### src/rtl/tmds_period_sched.sv
// tmds_period_sched: delays timing and pixels by PRE_LEN+GB_LEN+1 clocks and marks preamble/guard
// periods ahead of active video. HDMI period insertion is built only with TMDS_HDMI_PERIODS_EN.
module tmds_period_sched #(
    parameter int PRE_LEN = 8,
    parameter int GB_LEN  = 2,
    parameter int DATA_W  = 24
) (
    input  logic              clk_pix,
    input  logic              rst,
    input  logic              de_i,
    input  logic              hsync_i,
    input  logic              vsync_i,
    input  logic [DATA_W-1:0] pix_i,
    input  logic              err_clr_i,
    output logic              de_o,
    output logic              hsync_o,
    output logic              vsync_o,
    output logic [DATA_W-1:0] pix_o,
    output logic [1:0]        mode_o,
    output logic [3:0]        ctl_o,
    output logic              err_o
);
    localparam int L       = PRE_LEN + GB_LEN + 1;
    localparam int CNT_MAX = (PRE_LEN > GB_LEN) ? PRE_LEN : GB_LEN;
    localparam int CNT_W   = $clog2(CNT_MAX) + 1;

    localparam logic [1:0] MODE_CTRL  = 2'd0;
    localparam logic [1:0] MODE_PRE   = 2'd1;
    localparam logic [1:0] MODE_GUARD = 2'd2;
    localparam logic [1:0] MODE_VIDEO = 2'd3;

    logic [L-1:0]      de_dl;
    logic [L-1:0]      hs_dl;
    logic [L-1:0]      vs_dl;
    logic [DATA_W-1:0] pix_dl [L];
    logic              de_next;
    logic [1:0]        mode_nx;

    always_ff @(posedge clk_pix or posedge rst) begin
        if (rst) begin
            de_dl <= '0;
            hs_dl <= '0;
            vs_dl <= '0;
            for (int i = 0; i < L; i++) pix_dl[i] <= '0;
        end else begin
            de_dl     <= {de_dl[L-2:0], de_i};
            hs_dl     <= {hs_dl[L-2:0], hsync_i};
            vs_dl     <= {vs_dl[L-2:0], vsync_i};
            pix_dl[0] <= pix_i;
            for (int i = 1; i < L; i++) pix_dl[i] <= pix_dl[i-1];
        end
    end

    // de_next is the value de_o takes on the coming edge; mode is registered alongside it.
    assign de_next = de_dl[L-2];
    assign de_o    = de_dl[L-1];
    assign hsync_o = hs_dl[L-1];
    assign vsync_o = vs_dl[L-1];
    assign pix_o   = pix_dl[L-1];

`ifdef TMDS_HDMI_PERIODS_EN
    typedef enum logic [1:0] {S_CTRL, S_PRE, S_GUARD, S_VIDEO} state_t;

    state_t           state;
    state_t           state_nx;
    logic [CNT_W-1:0] cnt;
    logic [CNT_W-1:0] cnt_nx;
    logic             de_q;
    logic             rise;
    logic             err_nx;
    logic [3:0]       ctl_nx;

    assign rise = de_i & ~de_q;

    always_ff @(posedge clk_pix or posedge rst) begin
        if (rst) begin
            state  <= S_CTRL;
            cnt    <= '0;
            de_q   <= 1'b0;
            mode_o <= MODE_CTRL;
            ctl_o  <= 4'b0000;
            err_o  <= 1'b0;
        end else begin
            state  <= state_nx;
            cnt    <= cnt_nx;
            de_q   <= de_i;
            mode_o <= mode_nx;
            ctl_o  <= ctl_nx;
            err_o  <= err_nx;
        end
    end

    always_comb begin
        state_nx = state;
        cnt_nx   = cnt;
        case (state)
            S_CTRL: begin
                if (rise) begin
                    state_nx = S_PRE;
                    cnt_nx   = '0;
                end
            end
            S_PRE: begin
                if (cnt == CNT_W'(PRE_LEN - 1)) begin
                    state_nx = S_GUARD;
                    cnt_nx   = '0;
                end else begin
                    cnt_nx = cnt + CNT_W'(1);
                end
            end
            S_GUARD: begin
                if (cnt == CNT_W'(GB_LEN - 1)) begin
                    state_nx = S_VIDEO;
                    cnt_nx   = '0;
                end else begin
                    cnt_nx = cnt + CNT_W'(1);
                end
            end
            default: begin
                if (!de_next) state_nx = S_CTRL;
            end
        endcase

        // Delayed video always wins over the sequencer.
        if (de_next) begin
            mode_nx = MODE_VIDEO;
        end else begin
            case (state_nx)
                S_PRE:   mode_nx = MODE_PRE;
                S_GUARD: mode_nx = MODE_GUARD;
                default: mode_nx = MODE_CTRL;
            endcase
        end
        ctl_nx = (mode_nx == MODE_PRE) ? 4'b0001 : 4'b0000;

        // A rise with the sequencer still busy is a too-short control gap; set beats clear.
        err_nx = err_o;
        if (rise && (state != S_CTRL)) begin
            err_nx = 1'b1;
        end else if (err_clr_i) begin
            err_nx = 1'b0;
        end
    end
`else
    logic unused_clr;

    assign unused_clr = err_clr_i;
    assign mode_nx    = de_next ? MODE_VIDEO : MODE_CTRL;
    assign ctl_o      = 4'b0000;
    assign err_o      = 1'b0;

    always_ff @(posedge clk_pix or posedge rst) begin
        if (rst) begin
            mode_o <= MODE_CTRL;
        end else begin
            mode_o <= mode_nx;
        end
    end
`endif

endmodule
### config.mk
export PLATFORM = sky130hd
export DESIGN_NAME = tmds_period_sched
export DESIGN_NICKNAME = d
export VERILOG_FILES = /design/src/rtl/tmds_period_sched.sv
export SDC_FILE = /design/constraint.sdc
export NUM_CORES = 1
export LEC_CHECK = 0
export ABC_AREA = 1
export CAP_MARGIN = 5
export CORE_ASPECT_RATIO = 1.25
export CORE_MARGIN = 10
export CORE_UTILIZATION = 50
export CTS_CLUSTER_DIAMETER = 120
export DETAILED_ROUTE_END_ITERATION = 12
export HOLD_SLACK_MARGIN = 0.02
export PLACE_DENSITY_LB_ADDON = 0.25
export SLEW_MARGIN = 10
export SYNTH_ARGS = -nofsm -noshare
export SYNTH_HDL_FRONTEND = slang
export SYNTH_SLANG_ARGS = --single-unit
### constraint.sdc
create_clock -name clk_pix -period 11 [get_ports clk_pix]
set_input_delay 3.3 -clock clk_pix [delete_from_list [all_inputs] [get_ports clk_pix]]
set_output_delay 3.3 -clock clk_pix [all_outputs]
set_load 0.02 [all_outputs]
==> flow_metrics.py, run 1 <==
metrics = {
    "setup_path": {
        "path_class": "primary input to asynchronous set/reset pin",
        "r2r-start": "pix_dl[84]$_DFF_PP0_",
        "crit_path_start_kind": "primary input",
        "crit_fanout": 218,
        "cp.arrival_ps": 5580,
        "crit_required_ps": 11510,
        "r2r_setup_slack_ps": 10510,
        "r2r_cells": 0,
        "end_kind": "asynchronous set/reset pin",
        "r2r_end": "pix_dl[60]$_DFF_PP0_",
    },
    "logic_synthesis": {
        "synth_top_area_share_pct": 96.9,
        "yosysSeqAreaShare_pct": 96.9,
        "netlist_instances": 330,
        "syn_area_um2": 7670,
        "yosysWarnings": 0,
        "synth_area_leaders": "dfrtp_1, buf_4, conb_1, inv_1",
        "synth_top_area_cell": "dfrtp_1",
        "ys_ff_latch": 297,
        "syn_avg_cell_area_um2": 23.2,
        "synth_cell_types": 4,
    },
    "clock_network": {
        "clock_latency_ps": 500,
        "cts-root-buf": "clkbuf_16",
        "cts_made_buffers": 25,
        "cts_tree": "yes",
        "htreeDepth": 1,
        "clock_path_buffers": 3,
        "cts-resized-gates": 0,
        "cts.sinks": 297,
        "cts-hold-fix-buffers": 0,
        "post-cts-setup-buffer-count": 0,
        "path_clk_slew_ps": 60,
    },
    "drt": {
        "first_iter_violations": 206,
        "finalWirelength_mm": 7.24,
        "ant_nets": 0,
        "wl_per_cell_um": 12.3,
        "drt_first_pass_iters": 4,
        "routed_via_density": 4.13,
        "dr_total_vias": 2427,
        "drc": 0,
    },
    "placed_design": {
        "place_hpwl_mm": 3.64,
        "dp_cells": 544,
        "portBuffers": 57,
        "gp_congestion": 0.604,
    },
    "sta": {
        "fmax_mhz": 197,
        "slew_viol_final": 0,
        "finClkSkew_ps": 8.02,
        "rsz0062_at_grt": "false",
        "finalWorstPathRequiredPeriod_ps": 5070,
        "worstMarginPinSlew_ps": 1100,
        "setup_tns_ps": 0,
        "holdWs_ps": 338,
        "finalSetupViolCount": 0,
        "finalCritPeriodShare_pct": 46.1,
        "hold_violations": 0,
        "slew_headroom_pct": 27.0,
    },
    "hold_path": {
        "min_to": "pix_dl[78]$_DFF_PP0_",
        "hp-class": "flip-flop to flip-flop",
        "hold_path_depth": 0,
        "worst_hold_startpoint": "pix_dl[102]$_DFF_PP0_",
    },
    "die": {
        "rows": 50,
        "dieArea_um2": 20700,
        "core_area_um2": 15000,
        "ioPinCount": 64,
        "dieWidth_um": 131,
        "initial_core_util_pct": 51.1,
        "die-height_um": 158,
    },
    "global_route": {
        "grt_usage_pct": 7.57,
        "grt_max_degree": 219,
        "antenna_found_initial": 0,
        "grt_overflow_total": 0,
        "grt_pass1_vias": 2707,
        "grt_pass1_wl_mm": 12.6,
    },
    "cells_and_area": {
        "finalNetCount": 419,
        "syn_to_final_growth_pct": 18.8,
        "antennaDiodeCount": 0,
        "final_cells": 588,
        "drive_gt1_share_pct": 10.6,
    },
    "power_and_ir_drop": {
        "peakVddDrop_uv": 145,
        "p_per_area_nw_per_um2": 226,
        "leakage_nw": 4.13,
    },
    "status": {
        "status": "finished, final reports clean",
    },
    "flow_run": {
        "cap_violations": 0,
    },
}
[metrics by stage]
stage               setup slack [ps]  total power, mW  util (%)  area, µm²
finish                          5930             2.06      60.7       9110
global route                    5530             2.15      60.7       9110
CTS                             5790             2.09      60.7       9110
detailed placement              5270             1.23      55.2       8280
global placement                5390             1.23      55.2       8280
floorplan                       3750             1.21         -       7690
[worst max-delay path, stage by stage]
cell and delay, ps:
clkdlybuf4s50_1 440, clkinvlp_4 170, buf_12 710, buf_4 800
[worst max path at each step]
stage          startpoint              endpoint  slack, ps  depth (start not counted)
2_1_floorplan         rst    de_dl[0]$_DFF_PP0_       3750                          1
3_3_place_gp          rst   pix_o[11]$_DFF_PP0_       5390                          4
3_5_place_dp          rst   pix_o[10]$_DFF_PP0_       5270                          4
4_1_cts               rst  pix_dl[59]$_DFF_PP0_       5790                          4
5_1_grt               rst  pix_dl[92]$_DFF_PP0_       5530                          4
6_report              rst  pix_dl[92]$_DFF_PP0_       5930                          4
[sequential cells by signal, indices dropped and copies added, names as in the netlist]
name and count:
vs_dl 11, de_dl 10, hs_dl 11, pix_dl 240, pix_o 24, mode_o 1
[cell usage after synthesis]
library cell / count
buf_4: 31
inv_1: 1
dfrtp_1: 297
conb_1: 1
[logic make-up after synthesis]
logic type	Yosys count	share of synthesized area (%)
buf+inv	32	3.08
flops	297	96.9
other cells	1	0.0489
[power by group]
part	internal, mW	switching [mW]	total (mW)
Sequential	1.15	0.0130	1.16
Combinational	0.0186	0.0310	0.0496
Clock	0.510	0.340	0.850
[area by class of cell]
class,instances,area (µm²)
flip-flops and latches,297,7430
fillers,1096,5900
clock buffers,36,737
repair buffers,59,598
well taps,182,228
clock inverters,8,90.1
multi-input cells,5,18.8
inverters,1,7.51
[cells in the final DEF, fill, tap and decap left out]
cell type and instances:
conb_1 5, buf_12 1, clkbuf_1 4, clkdlybuf4s50_1 57, clkinv_2 6, clkbuf_16 25
dfrtp_1 297, clkbuf_8 7, bufinv_16 2, buf_4 1, clkinvlp_4 1
[layer usage]
metal  vias to the layer above  wire length (µm)  track usage [%]
met4                         0               300             4.62
met3                        21               643             2.66
met5                         -                 0                0
met1                      1238              2870             8.96
li1                       1098                 -                -
met2                        70              3430             11.7
No activity file was read; power rests on OpenSTA's default activity.
==> run 2, diff against run 1 <==
--- a/config.mk
+++ b/config.mk
@@ -9,7 +9,7 @@
 export CAP_MARGIN = 5
 export CORE_ASPECT_RATIO = 1.25
 export CORE_MARGIN = 10
-export CORE_UTILIZATION = 50
+export CORE_UTILIZATION = 55
 export CTS_CLUSTER_DIAMETER = 120
 export DETAILED_ROUTE_END_ITERATION = 12
 export HOLD_SLACK_MARGIN = 0.02
==> constraint.sdc (replaced) <==
create_clock -name clk_pix -period 5.3 [get_ports clk_pix]
set_input_delay 1.59 -clock clk_pix [delete_from_list [all_inputs] [get_ports clk_pix]]
set_output_delay 1.59 -clock clk_pix [all_outputs]
set_load 0.02 [all_outputs]
==> run 2 against run 1 <==
Effect of this change: non-clock buffer count grew 1; worst hold slack lost 1.5 ps; sequential share of layout area shrank 0.11 points; highest routed layer unchanged; die area shrank 7.8%; critical path depth shrank 3; routed wire length grew 8.0%; setup slack lost 3700 ps; cell area grew 0.14%; flip-flop and latch count is the same; final cell count shrank 0.51%; total power grew 110%.
==> flow_metrics.py, run 2 (synthesized netlist as in run 1, its figures left out) <==
metrics = {
    "status": {
        "status": "finished, final reports clean",
    },
    "sta": {
        "worstMarginPinSlew_ps": 848,
        "slew_viol_final": 0,
        "finalSetupViolCount": 0,
        "finalWorstPathRequiredPeriod_ps": 3080,
        "slew_headroom_pct": 43.5,
        "finalCritPeriodShare_pct": 58.1,
        "rsz0062_at_grt": "false",
        "setup_slack_ps": 2220,
        "finClkSkew_ps": 12.0,
        "hold_violations": 0,
        "fmax_mhz": 325,
    },
    "die": {
        "dieWidth_um": 126,
        "core_area_um2": 13800,
        "dieArea_um2": 19100,
        "ioPinCount": 64,
        "initial_core_util_pct": 55.8,
        "die-height_um": 152,
        "rows": 48,
    },
    "drt": {
        "dr_total_vias": 2511,
        "routed_via_density": 4.29,
        "ant_nets": 0,
        "finalWirelength_mm": 7.82,
        "first_iter_violations": 138,
        "wl_per_cell_um": 13.4,
        "drc": 0,
        "drt_first_pass_iters": 3,
    },
    "clock_network": {
        "cts.sinks": 297,
        "clock_path_buffers": 3,
        "path_clk_slew_ps": 70,
        "cts-hold-fix-buffers": 0,
        "cts_made_buffers": 26,
        "clock_latency_ps": 510,
        "cts-root-buf": "clkbuf_16",
        "cts_tree": "yes",
        "cts-resized-gates": 0,
        "htreeDepth": 1,
        "post-cts-setup-buffer-count": 0,
    },
    "cells_and_area": {
        "syn_to_final_growth_pct": 18.9,
        "layout_commonest_cell": "dfrtp_1",
        "largest_register": "pix_dl",
        "largest_reg_flops": 240,
        "final_area_um2": 9120,
        "n_fill_cell": 846,
        "finalNetCount": 421,
        "antennaDiodeCount": 0,
        "post-route-util_pct": 66.3,
        "drive_gt1_share_pct": 10.5,
        "mostFrequentLayoutCells": "dfrtp_1, clkdlybuf4s50_1, clkbuf_16",
    },
    "placed_design": {
        "portBuffers": 57,
        "place_area_um2": 8300,
        "gp_congestion": 0.570,
        "dp_slack_ps": 2350,
        "place_hpwl_mm": 3.53,
    },
    "setup_path": {
        "r2r_end": "hs_dl[4]$_DFF_PP0_",
        "cp.arrival_ps": 1490,
        "crit_path_start_kind": "flip-flop",
        "crit_slowest_cell": "clkdlybuf4s50_1",
        "cp-endpoint": "mode_o[0]",
        "path_class": "flip-flop to primary output",
        "crit_fanout": 3,
        "r2r-start": "hs_dl[3]$_DFF_PP0_",
        "crit_chain": "clkdlybuf4s50_1",
        "critical_path.top_delay_family": "buffers and inverters",
        "critical_path_cell_count": 1,
        "cp-startpoint": "mode_o[0]$_DFF_PP0_",
        "r2r_setup_slack_ps": 4780,
        "r2r_cells": 0,
        "end_kind": "primary output",
        "crit_required_ps": 3710,
        "crit_buf_inv": 1,
        "slowest_delay_ps": 620,
    },
    "global_route": {
        "grt_usage_pct": 8.77,
        "grt_pass1_vias": 2938,
        "antenna_found_initial": 0,
        "grt_pass1_wl_mm": 14.0,
        "grt_overflow_total": 0,
        "grt_max_degree": 129,
    },
    "hold_path": {
        "hp-class": "flip-flop to flip-flop",
    },
    "power_and_ir_drop": {
        "peakVddDrop_uv": 263,
        "leakage_nw": 4.14,
        "finalPower_mw": 4.30,
        "p_per_area_nw_per_um2": 471,
    },
    "flow_run": {
        "cap_violations": 0,
    },
}
## run 2: report_power, final
group	total [mW]	internal [mW]	switching, mW
clock network	1.78	1.05	0.738
logic	0.104	0.0401	0.0643
registers	2.41	2.38	0.0296
## run 2: worst min-delay path by stage
stage | endpoint | cells past startpoint | from
6_report | pix_dl[162]$_DFF_PP0_ | 0 | pix_dl[186]$_DFF_PP0_
5_1_grt | pix_dl[49]$_DFF_PP0_ | 0 | pix_dl[73]$_DFF_PP0_
4_1_cts | pix_dl[162]$_DFF_PP0_ | 0 | pix_dl[186]$_DFF_PP0_
3_5_place_dp | de_dl[4]$_DFF_PP0_ | 0 | de_dl[3]$_DFF_PP0_
3_3_place_gp | pix_o[14]$_DFF_PP0_ | 0 | pix_dl[38]$_DFF_PP0_
2_1_floorplan | de_dl[1]$_DFF_PP0_ | 0 | de_dl[0]$_DFF_PP0_
## run 2: area by class of cell
class,instances,area (µm²),area share (%)
flip-flops and latches,297,7430,81.5
clock buffers,36,719,7.89
repair buffers,60,618,6.77
well taps,175,219,2.40
clock inverters,11,109,1.19
multi-input cells,5,18.8,0.206
inverters,1,7.51,0.0823
## run 2: routing by layer
metal	vias up	wire (µm)	global-route usage, %
li1	1105	-	-
met1	1314	3130	10.6
met4	0	209	4.07
met3	19	571	3.03
met2	73	3910	13.9
met5	-	0	0
## run 2: through the flow
| stage | instances | TNS (ps) | hold WS (ps) |
|---|---|---|---|
| final | 585 | 0 | 337 |
| after global routing | 585 | 0 | 349 |
| after CTS | 585 | 0 | 338 |
| after detailed placement | 538 | 0 | 335 |
| after global placement | 538 | 0 | 332 |
| after floorplan | 334 | -69820 | 331 |
==> run 3, diff against run 2 <==
--- a/config.mk
+++ b/config.mk
@@ -9,7 +9,7 @@
 export CAP_MARGIN = 5
 export CORE_ASPECT_RATIO = 1.25
 export CORE_MARGIN = 10
-export CORE_UTILIZATION = 55
+export CORE_UTILIZATION = 50
 export CTS_CLUSTER_DIAMETER = 120
 export DETAILED_ROUTE_END_ITERATION = 12
 export HOLD_SLACK_MARGIN = 0.02
==> constraint.sdc (replaced) <==
create_clock -name clk_pix -period 2.6 [get_ports clk_pix]
set_input_delay 0.78 -clock clk_pix [delete_from_list [all_inputs] [get_ports clk_pix]]
set_output_delay 0.78 -clock clk_pix [all_outputs]
set_load 0.02 [all_outputs]
==> run 3 against run 2 <==
Effect of this change: setup slack worse by 1900 ps; worst hold slack improved by 3.9 ps; first-iteration DRC count decreased by 3.6%; non-clock buffer count is 5 higher; combinational power rose by 110%; cell area rose by 1.6%; clock skew shrank 4.2 ps.
==> flow_metrics.py, run 3 (synthesized netlist as in run 1, its figures left out) <==
metrics = {
    "cells_and_area": {
        "largest_reg_flops": 240,
        "multi_input_area_um2": 18.8,
        "syn_to_final_growth_pct": 20.8,
        "final_area_um2": 9270,
        "regArea_um2": 7430,
        "largest_register": "pix_dl",
        "antennaDiodeCount": 0,
        "finalNetCount": 426,
        "drive_gt1_share_pct": 12.5,
        "mostFrequentLayoutCells": "dfrtp_1, clkdlybuf4s50_1, clkbuf_16",
        "n_fill_cell": 1043,
        "post-route-util_pct": 61.7,
        "layout_commonest_cell": "dfrtp_1",
    },
    "clock_network": {
        "path_clk_slew_ps": 60,
        "post-cts-setup-buffer-count": 0,
        "cts-resized-gates": 0,
        "htreeDepth": 1,
        "clock_latency_ps": 510,
        "cts-hold-fix-buffers": 0,
        "cts_made_buffers": 26,
        "cts_tree": "yes",
        "clock_path_buffers": 3,
        "cts-root-buf": "clkbuf_16",
        "cts.sinks": 297,
    },
    "drt": {
        "dr_total_vias": 2471,
        "drc": 0,
        "drt_first_pass_iters": 2,
        "ant_nets": 0,
        "routed_via_density": 4.13,
        "finalWirelength_mm": 7.56,
        "first_iter_violations": 133,
        "wl_per_cell_um": 12.6,
    },
    "setup_path": {
        "crit_slowest_cell": "clkdlybuf4s50_1",
        "crit_fanout": 3,
        "path_class": "flip-flop to primary output",
        "crit_required_ps": 1820,
        "r2r_cells": 0,
        "r2r_setup_slack_ps": 2100,
        "cp-startpoint": "mode_o[0]$_DFF_PP0_",
        "r2r_end": "pix_dl[135]$_DFF_PP0_",
        "critical_path_cell_count": 1,
        "crit_path_start_kind": "flip-flop",
        "critical_path.top_delay_family": "buffers and inverters",
        "r2r-start": "pix_dl[159]$_DFF_PP0_",
        "end_kind": "primary output",
        "slowest_delay_ps": 620,
        "cp-endpoint": "mode_o[1]",
        "cp.arrival_ps": 1480,
        "crit_buf_inv": 1,
        "crit_chain": "clkdlybuf4s50_1",
    },
    "sta": {
        "fmax_mhz": 442,
        "hold_violations": 0,
        "setup_slack_ps": 338,
        "slew_viol_final": 0,
        "finalSetupViolCount": 0,
        "finalWorstPathRequiredPeriod_ps": 2260,
        "finClkSkew_ps": 7.88,
        "rsz0062_at_grt": "false",
        "finalCritPeriodShare_pct": 87.0,
        "holdWs_ps": 341,
    },
    "power_and_ir_drop": {
        "leakage_nw": 4.20,
        "p_per_area_nw_per_um2": 978,
        "peakVddDrop_uv": 481,
    },
    "flow_run": {
        "cap_violations": 0,
    },
    "global_route": {
        "grt_pass1_wl_mm": 13.2,
        "grt_overflow_total": 0,
        "grt_usage_pct": 8.00,
        "grt_pass1_vias": 2751,
        "grt_max_degree": 81,
        "antenna_found_initial": 0,
    },
    "status": {
        "status": "finished, final reports clean",
    },
    "die": {
        "core_area_um2": 15000,
        "ioPinCount": 64,
        "dieArea_um2": 20700,
        "initial_core_util_pct": 51.1,
        "dieWidth_um": 131,
        "die-height_um": 158,
        "rows": 50,
    },
    "placed_design": {
        "place_area_um2": 8350,
        "place_hpwl_mm": 4.14,
        "portBuffers": 57,
        "dp_slack_ps": 755,
        "gp_congestion": 0.627,
    },
    "hold_path": {
        "hold_path_depth": 0,
        "hp-class": "flip-flop to flip-flop",
    },
}
-- run 3: cell count changes in the layout (fill, tap and decap cells not counted), moves of 2 or more --
cell       delta
buf_4         +4
bufinv_16     +2
clkbuf_1      -3
clkbuf_8      +3
clkinv_2      -2
-- run 3: worst min path at each step --
stage | startpoint | end | slack, ps
after floorplan | de_dl[0]$_DFF_PP0_ | de_dl[1]$_DFF_PP0_ | 330
after global placement | pix_dl[45]$_DFF_PP0_ | pix_o[21]$_DFF_PP0_ | 330
after detailed placement | de_dl[1]$_DFF_PP0_ | de_dl[2]$_DFF_PP0_ | 330
after CTS | pix_dl[171]$_DFF_PP0_ | pix_dl[147]$_DFF_PP0_ | 340
after global routing | pix_dl[110]$_DFF_PP0_ | pix_dl[86]$_DFF_PP0_ | 340
final | pix_dl[118]$_DFF_PP0_ | pix_dl[94]$_DFF_PP0_ | 340
-- run 3: power breakdown --
part / leakage [nW] / switching, mW / internal, mW
sequential: 3.46 / 0.0558 / 4.85
combinational: 0.292 / 0.134 / 0.0887
clock: 0.452 / 1.52 / 2.42
-- run 3: through the flow --
step | TNS, ps | power (mW) | instances
after floorplan | -631150 | 5.12 | 334
after global placement | 0 | 5.20 | 550
after detailed placement | 0 | 5.23 | 550
after CTS | 0 | 9.20 | 598
after global routing | 0 | 9.44 | 598
final | 0 | 9.06 | 598
-- run 3: layout make-up --
cell class,instances,share of cell area (%)
Inverter,1,0.0810
Multi-Input combinational cell,5,0.202
Tap cell,182,2.46
Timing Repair Buffer,65,7.21
Sequential cell,297,80.2
Clock buffer,36,8.08
Clock inverter,12,1.80
-- run 3: metal layers --
metal  vias to the layer above  share of wire [%]  global-route usage [%]  wire length [µm]
li1                       1109                  -                       -                 -
met4                         0                3.1                    4.77               235
met1                      1269                 38                    9.37              2900
met3                        18                8.6                    2.86               647
met2                        75                 50                    12.5              3780
met5                         -                  0                       0                 0
